## config.mk

```make
export PLATFORM = sky130hd
export DESIGN_NAME = bcd_scan_ctrl
export DESIGN_NICKNAME = d
export VERILOG_FILES = /design/src/rtl/bcd_scan_ctrl.sv
export SDC_FILE = /design/constraint.sdc
export NUM_CORES = 1
export LEC_CHECK = 0
export ABC_CLOCK_PERIOD_IN_PS = 3060
export CORE_UTILIZATION = 55
export CTS_CLUSTER_SIZE = 20
export DETAILED_ROUTE_END_ITERATION = 8
export GPL_ROUTABILITY_DRIVEN = 1
export PLACE_DENSITY = 0.78
export SYNTH_ARGS = -nofsm -noshare
export SYNTH_HDL_FRONTEND = slang
export SYNTH_SLANG_ARGS = --single-unit
```

## constraint.sdc

```tcl
create_clock -name clk -period 3.06 [get_ports clk]
set_input_delay 0.459 -clock clk [delete_from_list [all_inputs] [get_ports clk]]
set_output_delay 0.459 -clock clk [all_outputs]
set_load 0.02 [all_outputs]
```

## src/rtl/bcd_scan_ctrl.sv

```systemverilog
// Time-multiplexed scan controller for a common-cathode 7-segment display
// sharing a single 7448 decoder. It produces per-slot decoder controls
// (BCD/LT/BI/RBI), one-hot digit enables with an anti-ghosting guard,
// leading-zero suppression, lamp test (including a power-up test) and a
// one-deep load buffer that is committed only on frame boundaries.
module bcd_scan_ctrl #(
  parameter int NUM_DIGITS = 4,
  parameter int SCAN_DIV   = 1000,
  parameter int GUARD      = 2,
  parameter int LT_FRAMES  = 16
) (
  input  logic                      clk,
  input  logic                      rst,
  input  logic [4*NUM_DIGITS-1:0]   data_in,
  input  logic                      data_valid,
  output logic                      data_ready,
  input  logic                      lz_en,
  input  logic                      blank,
  input  logic                      lamp_test,
  output logic [3:0]                BCD,
  output logic                      LT,
  output logic                      BI,
  output logic                      RBI,
  output logic [NUM_DIGITS-1:0]     dig_en,
  output logic                      frame_start
);

  localparam int CW = (SCAN_DIV > 1) ? $clog2(SCAN_DIV) : 1;
  localparam int IW = (NUM_DIGITS > 1) ? $clog2(NUM_DIGITS) : 1;
  localparam int LW = (LT_FRAMES > 0) ? $clog2(LT_FRAMES + 1) : 1;
  localparam int NW = 4 * NUM_DIGITS;

  localparam logic [IW-1:0] MSD      = IW'(NUM_DIGITS - 1);
  localparam logic [CW-1:0] LAST     = CW'(SCAN_DIV - 1);
  localparam logic [CW-1:0] GUARD_C  = CW'(GUARD);
  localparam logic [LW-1:0] LT_INIT  = LW'(LT_FRAMES);
  localparam logic [NUM_DIGITS-1:0] ONE_HOT0 = NUM_DIGITS'(1);

  // ST_START is the single cycle between reset release and cycle 0 of the
  // first MSD slot; ST_SCAN is steady-state scanning.
  typedef enum logic {ST_START, ST_SCAN} state_t;

  state_t                  state_reg, state_next;
  logic [CW-1:0]           cnt_reg, cnt_next;
  logic [IW-1:0]           idx_reg, idx_next;
  logic [LW-1:0]           lt_cnt_reg, lt_cnt_next;
  logic [NW-1:0]           active_reg, active_next;
  logic [NW-1:0]           pending_reg, pending_next;
  logic                    pending_full_reg, pending_full_next;
  logic [3:0]              bcd_reg, bcd_next;
  logic                    lt_reg, lt_next;
  logic                    bi_reg, bi_next;
  logic                    rbi_reg, rbi_next;
  logic [NUM_DIGITS-1:0]   dig_en_reg, dig_en_next;
  logic                    frame_start_reg, frame_start_next;

  logic                    xfer;
  logic                    slot_load;
  logic                    frame_load;
  logic [CW-1:0]           cnt_inc;
  logic                    upper_zero;
  logic                    rbi_lz;

  assign data_ready  = ~pending_full_reg;
  assign BCD         = bcd_reg;
  assign LT          = lt_reg;
  assign BI          = bi_reg;
  assign RBI         = rbi_reg;
  assign dig_en      = dig_en_reg;
  assign frame_start = frame_start_reg;

  // State register: every output and buffer is registered.
  always_ff @(posedge clk) begin
    if (rst) begin
      state_reg        <= ST_START;
      cnt_reg          <= '0;
      idx_reg          <= MSD;
      lt_cnt_reg       <= LT_INIT;
      active_reg       <= '0;
      pending_reg      <= '0;
      pending_full_reg <= 1'b0;
      bcd_reg          <= 4'd0;
      lt_reg           <= 1'b1;
      bi_reg           <= 1'b0;
      rbi_reg          <= 1'b1;
      dig_en_reg       <= '0;
      frame_start_reg  <= 1'b0;
    end else begin
      state_reg        <= state_next;
      cnt_reg          <= cnt_next;
      idx_reg          <= idx_next;
      lt_cnt_reg       <= lt_cnt_next;
      active_reg       <= active_next;
      pending_reg      <= pending_next;
      pending_full_reg <= pending_full_next;
      bcd_reg          <= bcd_next;
      lt_reg           <= lt_next;
      bi_reg           <= bi_next;
      rbi_reg          <= rbi_next;
      dig_en_reg       <= dig_en_next;
      frame_start_reg  <= frame_start_next;
    end
  end

  // Next-state: slot timing, buffer handoff and per-slot decoder controls.
  always_comb begin
    state_next        = state_reg;
    cnt_next          = cnt_reg;
    idx_next          = idx_reg;
    lt_cnt_next       = lt_cnt_reg;
    active_next       = active_reg;
    pending_next      = pending_reg;
    pending_full_next = pending_full_reg;
    bcd_next          = bcd_reg;
    lt_next           = lt_reg;
    bi_next           = bi_reg;
    rbi_next          = rbi_reg;
    dig_en_next       = dig_en_reg;
    frame_start_next  = 1'b0;
    slot_load         = 1'b0;
    frame_load        = 1'b0;
    cnt_inc           = cnt_reg + 1'b1;
    upper_zero        = 1'b1;
    rbi_lz            = 1'b1;

    // Accept a word whenever the pending slot is free.
    xfer = data_valid && !pending_full_reg;
    if (xfer) begin
      pending_next      = data_in;
      pending_full_next = 1'b1;
    end

    case (state_reg)
      ST_START: begin
        state_next = ST_SCAN;
        cnt_next   = '0;
        idx_next   = MSD;
        slot_load  = 1'b1;
        frame_load = 1'b1;
      end
      default: begin
        if (cnt_reg == LAST) begin
          cnt_next  = '0;
          slot_load = 1'b1;
          if (idx_reg == '0) begin
            idx_next   = MSD;
            frame_load = 1'b1;
            // The power-up test frame counter ticks on every frame start
            // except the very first one after reset.
            if (lt_cnt_reg != '0)
              lt_cnt_next = lt_cnt_reg - 1'b1;
          end else begin
            idx_next = idx_reg - 1'b1;
          end
        end else begin
          cnt_next    = cnt_inc;
          dig_en_next = (cnt_inc >= GUARD_C) ? (ONE_HOT0 << idx_reg) : '0;
        end
      end
    endcase

    // Commit the pending word at a frame boundary. pending_next already
    // includes a word accepted on this same edge, so data arriving in the
    // last LSD cycle lands in the frame that begins next.
    if (frame_load && pending_full_next) begin
      active_next       = pending_next;
      pending_full_next = 1'b0;
    end

    // Leading-zero chain evaluated from MSD downward on the word that the
    // new slot will display.
    for (int i = NUM_DIGITS - 1; i >= 0; i--) begin
      if (i == int'(idx_next))
        rbi_lz = ~(lz_en && upper_zero);
      upper_zero = upper_zero && (active_next[4*i +: 4] == 4'd0);
    end
    if (idx_next == '0)
      rbi_lz = 1'b1;

    if (slot_load) begin
      dig_en_next      = '0;
      frame_start_next = frame_load;
      bcd_next         = active_next[4*idx_next +: 4];
      if (blank) begin
        bi_next  = 1'b0;
        lt_next  = 1'b1;
        rbi_next = rbi_lz;
      end else if (lamp_test || (lt_cnt_next != '0)) begin
        lt_next  = 1'b0;
        bi_next  = 1'b1;
        rbi_next = 1'b1;
      end else begin
        lt_next  = 1'b1;
        bi_next  = 1'b1;
        rbi_next = rbi_lz;
      end
    end
  end

endmodule

```

; Yosys cells after proc, flatten, opt, wreduce, memory -nomap -nowiden
; Cells that the tools add are included.
[totals]
inputBits = 22
elab_cells = 80
reg_bits = 63
out_inout_bits = 13
[op_classes]
addsub = 3
eq_ne = 4
shift = 2
n_lt_le_gt_ge = 1
mux = 27
n_reduce_logical = 22
n_bitwise = 8
[op_table]
columns = operator, count
row1 = $mux 16, 2
row2 = $mux 5, 4
row3 = $mux 1, 17
row4 = $shiftx 16x5->4, 1
row5 = $logic_not 4->1, 3
row6 = $add 10x1->10 const B, 1
row7 = $eq 10x10->1 const B, 1
row8 = $ge 10x2->1 const B, 1
row9 = $reduce_bool 5->1, 2
row10 = $not 1->1, 8
row11 = $logic_and 1x1->1, 7
row12 = $logic_not 2->1, 3
row13 = $mux 2, 3
row14 = $reduce_or 2->1, 3
row15 = $sub 5x1->5 const B, 1
row16 = $eq 2x2->1 const A, 2
row17 = $mux 4, 1
row18 = $shl 1x2->4 const A, 1
row19 = $reduce_or 3->1, 1
row20 = $eq 1x2->1 const A, 1
row21 = $reduce_and 2->1, 1
row22 = $sub 2x1->2 const B, 1
row23 = $logic_not 1->1, 1
row24 = $logic_or 1x1->1, 1

; Depth between registers and ports, before layout
[depth]
ltp_word = 15
mapped_depth = 9
depth_no_buf = 8

; Least setup slack after synthesis
; No wires, ideal clock.
[synth_timing]
path_type = register to register
start = register cnt_reg[0]
end = register bcd_reg[3] (netlist: BCD[3])
slack_ns = 0.713
required_time_ns = 2.936
stages_incl_launch_ff = 8
synth_period_minus_slack_ns = 2.347
t_arrival_ns = 2.223
setup_time_ns = 0.124
path_cell_list = dfxtp_1 -> ha_1 -> nand3b_4 -> nor3_4 -> mux2i_2 -> mux4_2 -> nor2_1 -> o31ai_1
[synth_via]
elab_chain_cells = 6
elab_cells_between_ends = 10
classes_between = eq/ne: 1 / shift: 1 / mux: 7 / reduce/logical: 1
[synth_rtl]
columns = item, line_no
row1 = "start, declared", 44  ; logic [CW-1:0] cnt_reg, cnt_next;
row2 = "start signal, assigned", 90  ; cnt_reg <= cnt_next;
row3 = $eq 10x10->1 *, 142  ; if (cnt_reg == LAST) begin
row4 = $mux 1, 142
row5 = $mux 1, 133  ; case (state_reg)
row6 = $logic_and 1x1->1, 165  ; if (frame_load && pending_full_next) begin
row7 = $mux 16, 165
row8 = $shiftx 16x5->4, 183  ; bcd_next = active_next[4*idx_next +: 4];
row9 = "end signal, assigned", 96  ; bcd_reg <= bcd_next;
row10 = "end, declared", 50  ; logic [3:0] bcd_reg, bcd_next;
; Mark *: on every way between the ends. The rest lies on a longest branch, timed or not.
; A chain may end at the register's enable or synchronous reset.

; Worst setup path after layout
[layout_timing]
start = register cnt_reg[0]
end = register bcd_reg[2] (netlist: BCD[2])
; The elaborated chain is that of the path after synthesis.

==> impl_metrics.yaml <==
run_status:
  outcome: "complete, no violations"
synthesis:
  ys_seq_area_share_pct: 40.8
  synth-compound-area-share_pct: 8.35
  yosys_warnings: 0
  async_flop_share_pct: 0
  synth-edff-count: 0
  netlist_area_um2: 3090
  synth_mux_area_share_pct: 13.1
  synth_top_family_by_area: "simple AND/OR/NAND/NOR gates"
  yosysUniqueCellTypes: 54
  synth_top_area_cell: "dfxtp_1"
  synthAdderAreaFrac_pct: 3.24
  ys_ff_latch: 63
  postSynthAreaPerCell_um2: 9.59
  yosysTopAreaCellShare_pct: 40.8
  synth.most_common_cell: "dfxtp_1"
  syn_nets: 352
  synth-xor-area-share_pct: 2.84
  synthTopCellsByArea: "dfxtp_1 (41%), mux2_2 (6.2%), nor2_1 (6.0%), and2_1 (4.3%), ha_1 (3.2%)"
  ys_top_cells_by_count: "dfxtp_1 (63), nor2_1 (49), and2_1 (21)"
  synth_ff_type: "dfxtp_1"
  synthSimpleGateAreaFrac_pct: 26.0
  postSynthCellCount: 322
cts:
  cts_setup_buffers: 0
  cts_root_buffer: "clkbuf_8"
  cts_tree: "yes"
  clk_pin_slew_ps: 70
  htree_num_levels: 3
  cts_buffers: 9
  clkLatencyLatePin_ps: 340
  cts_sinks: 63
  hold_buffers: 0
  cts_resized: 0
  cts_buffer_depth: 2
die:
  die_h_um: 76.9
  core-area_um2: 5270
  fp.dieW_um: 76.9
  die-area_um2: 5920
  num_rows: 26
  ioPinCount: 35
  initial_core_util_pct: 58.6
layout:
  nets: 389
  seq_area_um2: 1260
  utilization_pct: 69.8
  layout-drive-gt1-share_pct: 15.7
  multiInputGateArea_um2: 1650
  finalNonFillerCells: 434
  n_antenna_cell: 0
  area_delta_synth_final_pct: 19.1
  fillers: 451
  fin_area_um2: 3680
grt:
  overflow: 0
  grt_pass1_wl_um: 10700
  grt_max_degree: 24
  grt_pass1_vias: 2239
  antenna_found_initial: 0
  grt.total_usage_pct: 23.2
worst_setup_path:
  worst_setup_path_end_kind: "flip-flop"
  start_kind: "flip-flop"
  worstSetupPathType: "reg -> reg"
  crit_required_ps: 3290
  worstRegToRegCells: 7
  r2r_start: "cnt_reg[0]$_SDFF_PP0_"
  cp.arrival_ps: 2810
  crit_fanout: 7
  r2r_setup_slack_ps: 480
  r2r-end: "BCD[2]$_SDFFE_PP0N_"
  crit_start: "cnt_reg[0]$_SDFF_PP0_"
power:
  pwr-share-clk_pct: 44.0
  p_sw_share_pct: 21.9
  power_leakage_nw: 1.49
  power.density_nw_per_um2: 528
  seqPwrFrac_pct: 45.1
  irDropWorstVdd_uv: 308
  p_int_mw: 1.52
  p_sw_mw: 0.426
  combPwrFrac_pct: 10.9
sta:
  setup_tns_ps: 0
  worst_slew_pin_slew_ps: 589
  hold_viol: 0
  slew_viol_final: 0
  fin_worst_skew_ps: 8.06
  period_needed_ps: 2580
  fmax_mhz: 388
  rsz0062_at_grt: "no"
  fin_ws_ps: 481
  slew_headroom_pct: 60.2
  post-route-period-util_pct: 84.3
  setup-violations-final: 0
min_path:
  hold_path_depth: 2
  hp-start: "BCD[1]$_SDFFE_PP0N_"
  hold_end: "BCD[1]$_SDFFE_PP0N_"
  hp-class: "reg -> reg"
place:
  placedInstanceArea_um2: 3440
  place_congestion: 0.813
  place_inst: 418
  pre_cts_ws_ps: 358
  hpwlAfterDp_um: 4520
  portBuffers: 34
routing:
  drc: 0
  via_count: 2375
  viasPerCell: 5.47
  wl_per_cell_um: 14.6
  finalWirelength_um: 6330
  drtPass1Iterations: 4
  drtAntennaViolNets: 0
  drt-initial-drc-count: 248
flow_run:
  drv_cap: 0
worst max-delay path by stage:
stage,end,cells past startpoint
after floorplan,BCD[3]$_SDFFE_PP0N_,7
after global placement,BCD[3]$_SDFFE_PP0N_,8
after detailed placement,BCD[2]$_SDFFE_PP0N_,8
after CTS,BCD[2]$_SDFFE_PP0N_,7
after global routing,BCD[2]$_SDFFE_PP0N_,7
final,BCD[2]$_SDFFE_PP0N_,7
stage by stage:
step / hold WS [ps] / power, mW
CTS: 481 / 1.95
global placement: 466 / 1.10
global route: 500 / 2.01
finish: 483 / 1.94
floorplan: 457 / 1.03
detailed placement: 472 / 1.10
power by group through the flow:
stage,Combinational [mW],Clock [mW],Sequential [mW]
floorplan,0.133,0,0.897
global placement,0.205,0,0.893
detailed placement,0.210,0,0.894
CTS,0.211,0.863,0.876
global route,0.232,0.898,0.880
finish,0.211,0.855,0.876
layout make-up:
type | count | share of cell area [%]
Multi-Input combinational cell | 235 | 44.9
Sequential cell | 63 | 34.3
Timing Repair Buffer | 43 | 11.1
Clock buffer | 14 | 4.97
Tap cell | 70 | 2.38
Clock inverter | 2 | 1.63
Inverter | 7 | 0.714
cell usage in the layout (no fill, tap or decap), types with 3 or more instances in the layout:
cell type,n
nor2_1,49
o31ai_1,5
nand4_1,5
nor2b_1,3
inv_1,7
nand2_1,19
clkbuf_8,13
nor4_1,5
ha_1,8
clkdlybuf4s50_1,34
xnor2_1,6
and2_1,21
mux4_2,3
o21ai_0,4
dfxtp_1,63
mux2i_1,9
or3_1,3
a21oi_1,5
buf_4,9
nand3_1,9
a211oi_1,8
mux2_2,17
xor2_1,4
nor3_1,15
nand3b_1,3
routing by layer:
| layer | track usage [%] | routed length (um) | vias to the layer above |
|---|---|---|---|
| li1 | - | - | 1207 |
| met1 | 33.5 | 3320 | 1105 |
| met2 | 32.1 | 2610 | 47 |
| met3 | 3.93 | 225 | 16 |
| met4 | 13.5 | 166 | 0 |
| met5 | 0 | 0 | - |
logic make-up (layout without fill, tap and decap cells):
logic type,Yosys count,in the layout
flops,63,63
compound gates,35,35
mux,32,32
xor+xnor,10,10
simple gates,150,150
fa+ha+maj,8,8
buf+inv,24,66
worst max-delay path, stage by stage, from the launching register on:
cell,delay [ps]
dfxtp_1,420
ha_1,380
nand3b_4,140
nor3_4,340
mux2i_2,400
mux4_2,540
nor2_1,160
o31ai_1,80
Power figures use the tool's default switching activity.
==> RTL change 1: new RTL, same settings <==
Change the parameter `LT_FRAMES` from 16 to 32.
--- a/src/rtl/bcd_scan_ctrl.sv
+++ b/src/rtl/bcd_scan_ctrl.sv
@@ -7,7 +7,7 @@
   parameter int NUM_DIGITS = 4,
   parameter int SCAN_DIV   = 1000,
   parameter int GUARD      = 2,
-  parameter int LT_FRAMES  = 16
+  parameter int LT_FRAMES  = 32
 ) (
   input  logic                      clk,
   input  logic                      rst,
Check against the original RTL: same outputs for any inputs over 10 cycles, from zero or initial values and one cycle with rst high; that may be too few to reach the edited logic, so the function may still have changed.
==> RTL change 1 against the original RTL <==
Synthesized area decreased by 0.93%. Power decreased by 7.1%. Wire length increased by 0.74%. Critical endpoint is now RBI$_SDFFE_PP1N_. Worst setup slack improved by 0.048 ns. Sequential cell count increased by 1. Utilization decreased by 0.31 points. First-iteration DRC count decreased by 27%. Count of clock-buffer cells in the layout decreased by 1. Design area decreased by 1.1%.
==> RTL change 1: results <==
set metrics [dict create \
    drive_gt1_share_pct 11.1 \
    hold_start "cnt_reg[0]$_SDFF_PP0_" \
    firstDrtPassIters 4 \
    dpl.cell_count 431 \
    first_global_vias 2310 \
    ys_ff_latch 64 \
    fillCellCount 425 \
    status "complete, no violations" \
    r2r_end "RBI$_SDFFE_PP1N_" \
    syn-num-nets 367 \
    arrival_ns 2.75 \
    multi_input_area_share_pct 45.3 \
    static-leakage-power_nw 1.41 \
    clkbuf_count 13 \
    comb.multi_input.count 247 \
    ys_seq_area_share_pct 41.9 \
    avgRoutedWirePerCell_um 14.3 \
    rrSetupSlack_ns 0.53 \
    synth_commonest_cells "dfxtp_1 (64), nor2_1 (53), o21ai_0 (21), mux2i_1 (19), nand2_1 (18)" \
    grt_usage_pct 23.3 \
    holdPathStages 1 \
    nNonClkInverters 10 \
    buffers 40 \
    drt-initial-drc-count 182 \
    clock-skew-final_ns 0.00810 \
    hold_end "cnt_reg[0]$_SDFF_PP0_" \
    fin_nets 402 \
    grt_pass1_wl_um 10800 \
    irDropWorstVdd_mv 0.273 \
    layout.nonclk_buf_share_pct 10.6 \
    grt_max_degree 36 \
    multi_input_area_um2 1650 \
    dp_hpwl_um 4570 \
    tightest_slew_ns 1.00 \
    hold_slack_ns 0.482 \
    clock_area_share_pct 5.47 \
    yosys-top-cells-area "dfxtp_1 (42%), nor2_1 (6.5%), mux2i_1 (6.2%)" \
]
-- RTL change 1: changes by cell type after synthesis, moves of 6 or more --
cell	before	now
clkbuf_8	7	1
a211oi_1	8	15
mux2i_1	9	19
nor3_1	15	7
o21ai_0	4	21
and2_1	21	7
mux2_2	17	8
-- RTL change 1: through the flow --
step           setup slack [ns]  total power (W)
3_3_place_gp              0.500          0.00109
6_report                  0.528          0.00180
5_1_grt                   0.269          0.00187
3_5_place_dp              0.479          0.00109
2_1_floorplan             0.955          0.00102
4_1_cts                   0.552          0.00181
-- RTL change 1: critical path, stage by stage, from the launching register on --
cell	delay, ns
dfxtp_1	0.38
ha_1	0.28
and3b_1	0.25
a31oi_1	0.11
o21ai_1	0.79
o21ai_0	0.21
o31ai_1	0.28
a31oi_1	0.10
-- RTL change 1: cell families (layout without fill, tap and decap cells) --
logic type	count (synthesis)	count (layout)	share of synthesized area, %
buffers and inverters	26	66	4.21
AO/OA/AOI/OAI	68	68	14.5
AND/OR/NAND/NOR	134	134	24.1
adder cells (fa/ha/maj)	8	8	3.27
XOR/XNOR	10	10	2.86
multiplexers	27	27	9.16
flip-flops	64	64	41.9
-- RTL change 1: where the power goes --
group / internal (W) / switching (W)
clock network: 0.000419 / 0.000311
logic: 0.0000907 / 0.0000976
registers: 0.000868 / 0.0000175
total: 0.00138 / 0.000426
-- RTL change 1: metal layers --
metal	GRT usage, %	routed length [um]	vias to the layer above
met5	0	0	-
met4	11.7	127	0
met3	4.19	298	13
met2	34.8	2770	60
met1	32.2	3180	1171
li1	-	-	1268
==> RTL change 2: new RTL, config.mk and constraints unchanged <==
Without the edit above. `pending_reg` no longer has a reset.
--- a/src/rtl/bcd_scan_ctrl.sv
+++ b/src/rtl/bcd_scan_ctrl.sv
@@ -77,7 +77,6 @@
       idx_reg          <= MSD;
       lt_cnt_reg       <= LT_INIT;
       active_reg       <= '0;
-      pending_reg      <= '0;
       pending_full_reg <= 1'b0;
       bcd_reg          <= 4'd0;
       lt_reg           <= 1'b1;
@@ -91,7 +90,6 @@
       idx_reg          <= idx_next;
       lt_cnt_reg       <= lt_cnt_next;
       active_reg       <= active_next;
-      pending_reg      <= pending_next;
       pending_full_reg <= pending_full_next;
       bcd_reg          <= bcd_next;
       lt_reg           <= lt_next;
@@ -100,6 +98,10 @@
       dig_en_reg       <= dig_en_next;
       frame_start_reg  <= frame_start_next;
     end
+  end
+
+  always_ff @(posedge clk) begin
+    pending_reg <= pending_next;
   end
 
   // Next-state: slot timing, buffer handoff and per-slot decoder controls.
Function: same outputs for any inputs over 10 cycles, from zero or initial values and one cycle with rst high; that may be too few to reach the edited logic, so the function may still have changed.
==> RTL change 2 against the original RTL <==
Synthesized area decreased by 4.9%. Sequential cell count unchanged. Design area decreased by 3.9%. Worst setup slack improved by 0.028 ns. Critical path depth unchanged. Non-clock buffer count decreased by 5. Clock skew about the same. Wire length increased by 0.55%. First-iteration DRC count decreased by 30%. Fmax increased by 1.1%. Power decreased by 2.3%. Cell count decreased by 0.46%. Critical path type unchanged. Critical endpoint is now RBI$_SDFFE_PP1N_.
==> RTL change 2: results <==
set metrics [dict create \
    combPwrFrac_pct 10.4 \
    power_switching_w 0.000447 \
    fin_cells 432 \
    hold_slack_ns 0.452 \
    status "complete, no violations" \
    syn2layout_area_growth_pct 20.3 \
    place_area_um2 3310 \
    grt_usage_pct 24.3 \
    fillCellCount 450 \
    vias_per_cell 5.56 \
    grt_pass1_wl_um 10100 \
    ys_seq_area_share_pct 42.9 \
    first_global_vias 2238 \
    rrSetupSlack_ns 0.51 \
    endpoint "RBI$_SDFFE_PP1N_" \
    drt-initial-drc-count 173 \
    clock-skew-final_ns 0.00819 \
    irDropWorstVdd_mv 0.270 \
    hold_start "BCD[3]$_SDFFE_PP0N_" \
    gr-usage-met1_pct 31.5 \
    p_seq_w 0.000904 \
    grt_max_degree 25 \
    met3WireLength_um 382 \
    hold_end "BCD[3]$_SDFFE_PP0N_" \
    avgRoutedWirePerCell_um 14.7 \
    syn-num-nets 355 \
    wl_met1_um 2950 \
    grtUsageMet3_pct 4.69 \
    fin_nets 387 \
    synth_cells 325 \
    p_per_area_nw_per_um2 537 \
]
RTL change 2: cell families (layout without fill, tap and decap cells):
group / after synthesis / in the layout / synth area share [%]
AOI/OAI and AO/OA: 54 / 54 / 12.6
and+or+nand+nor: 127 / 127 / 23.1
buffers and inverters: 36 / 73 / 5.28
muxes: 27 / 27 / 9.76
adders and majority gates: 8 / 8 / 3.41
DFF: 63 / 63 / 42.9
xor gates and xnor gates: 10 / 10 / 2.98
RTL change 2: worst max-delay path, cell delays in order (launching register included):
cell	delay, ns
dfxtp_1	0.44
ha_1	0.32
and4bb_2	0.35
nand4_4	0.16
nor4b_2	0.32
mux2i_1	0.28
a41oi_1	0.20
o32a_1	0.38
RTL change 2: layout make-up:
class	instances	area share [%]
flip-flops and latches	63	35.7
repair buffers	38	10.5
clock inverters	5	2.30
clock buffers	11	4.00
inverters	19	2.02
well taps	70	2.48
multi-input cells	226	43.0
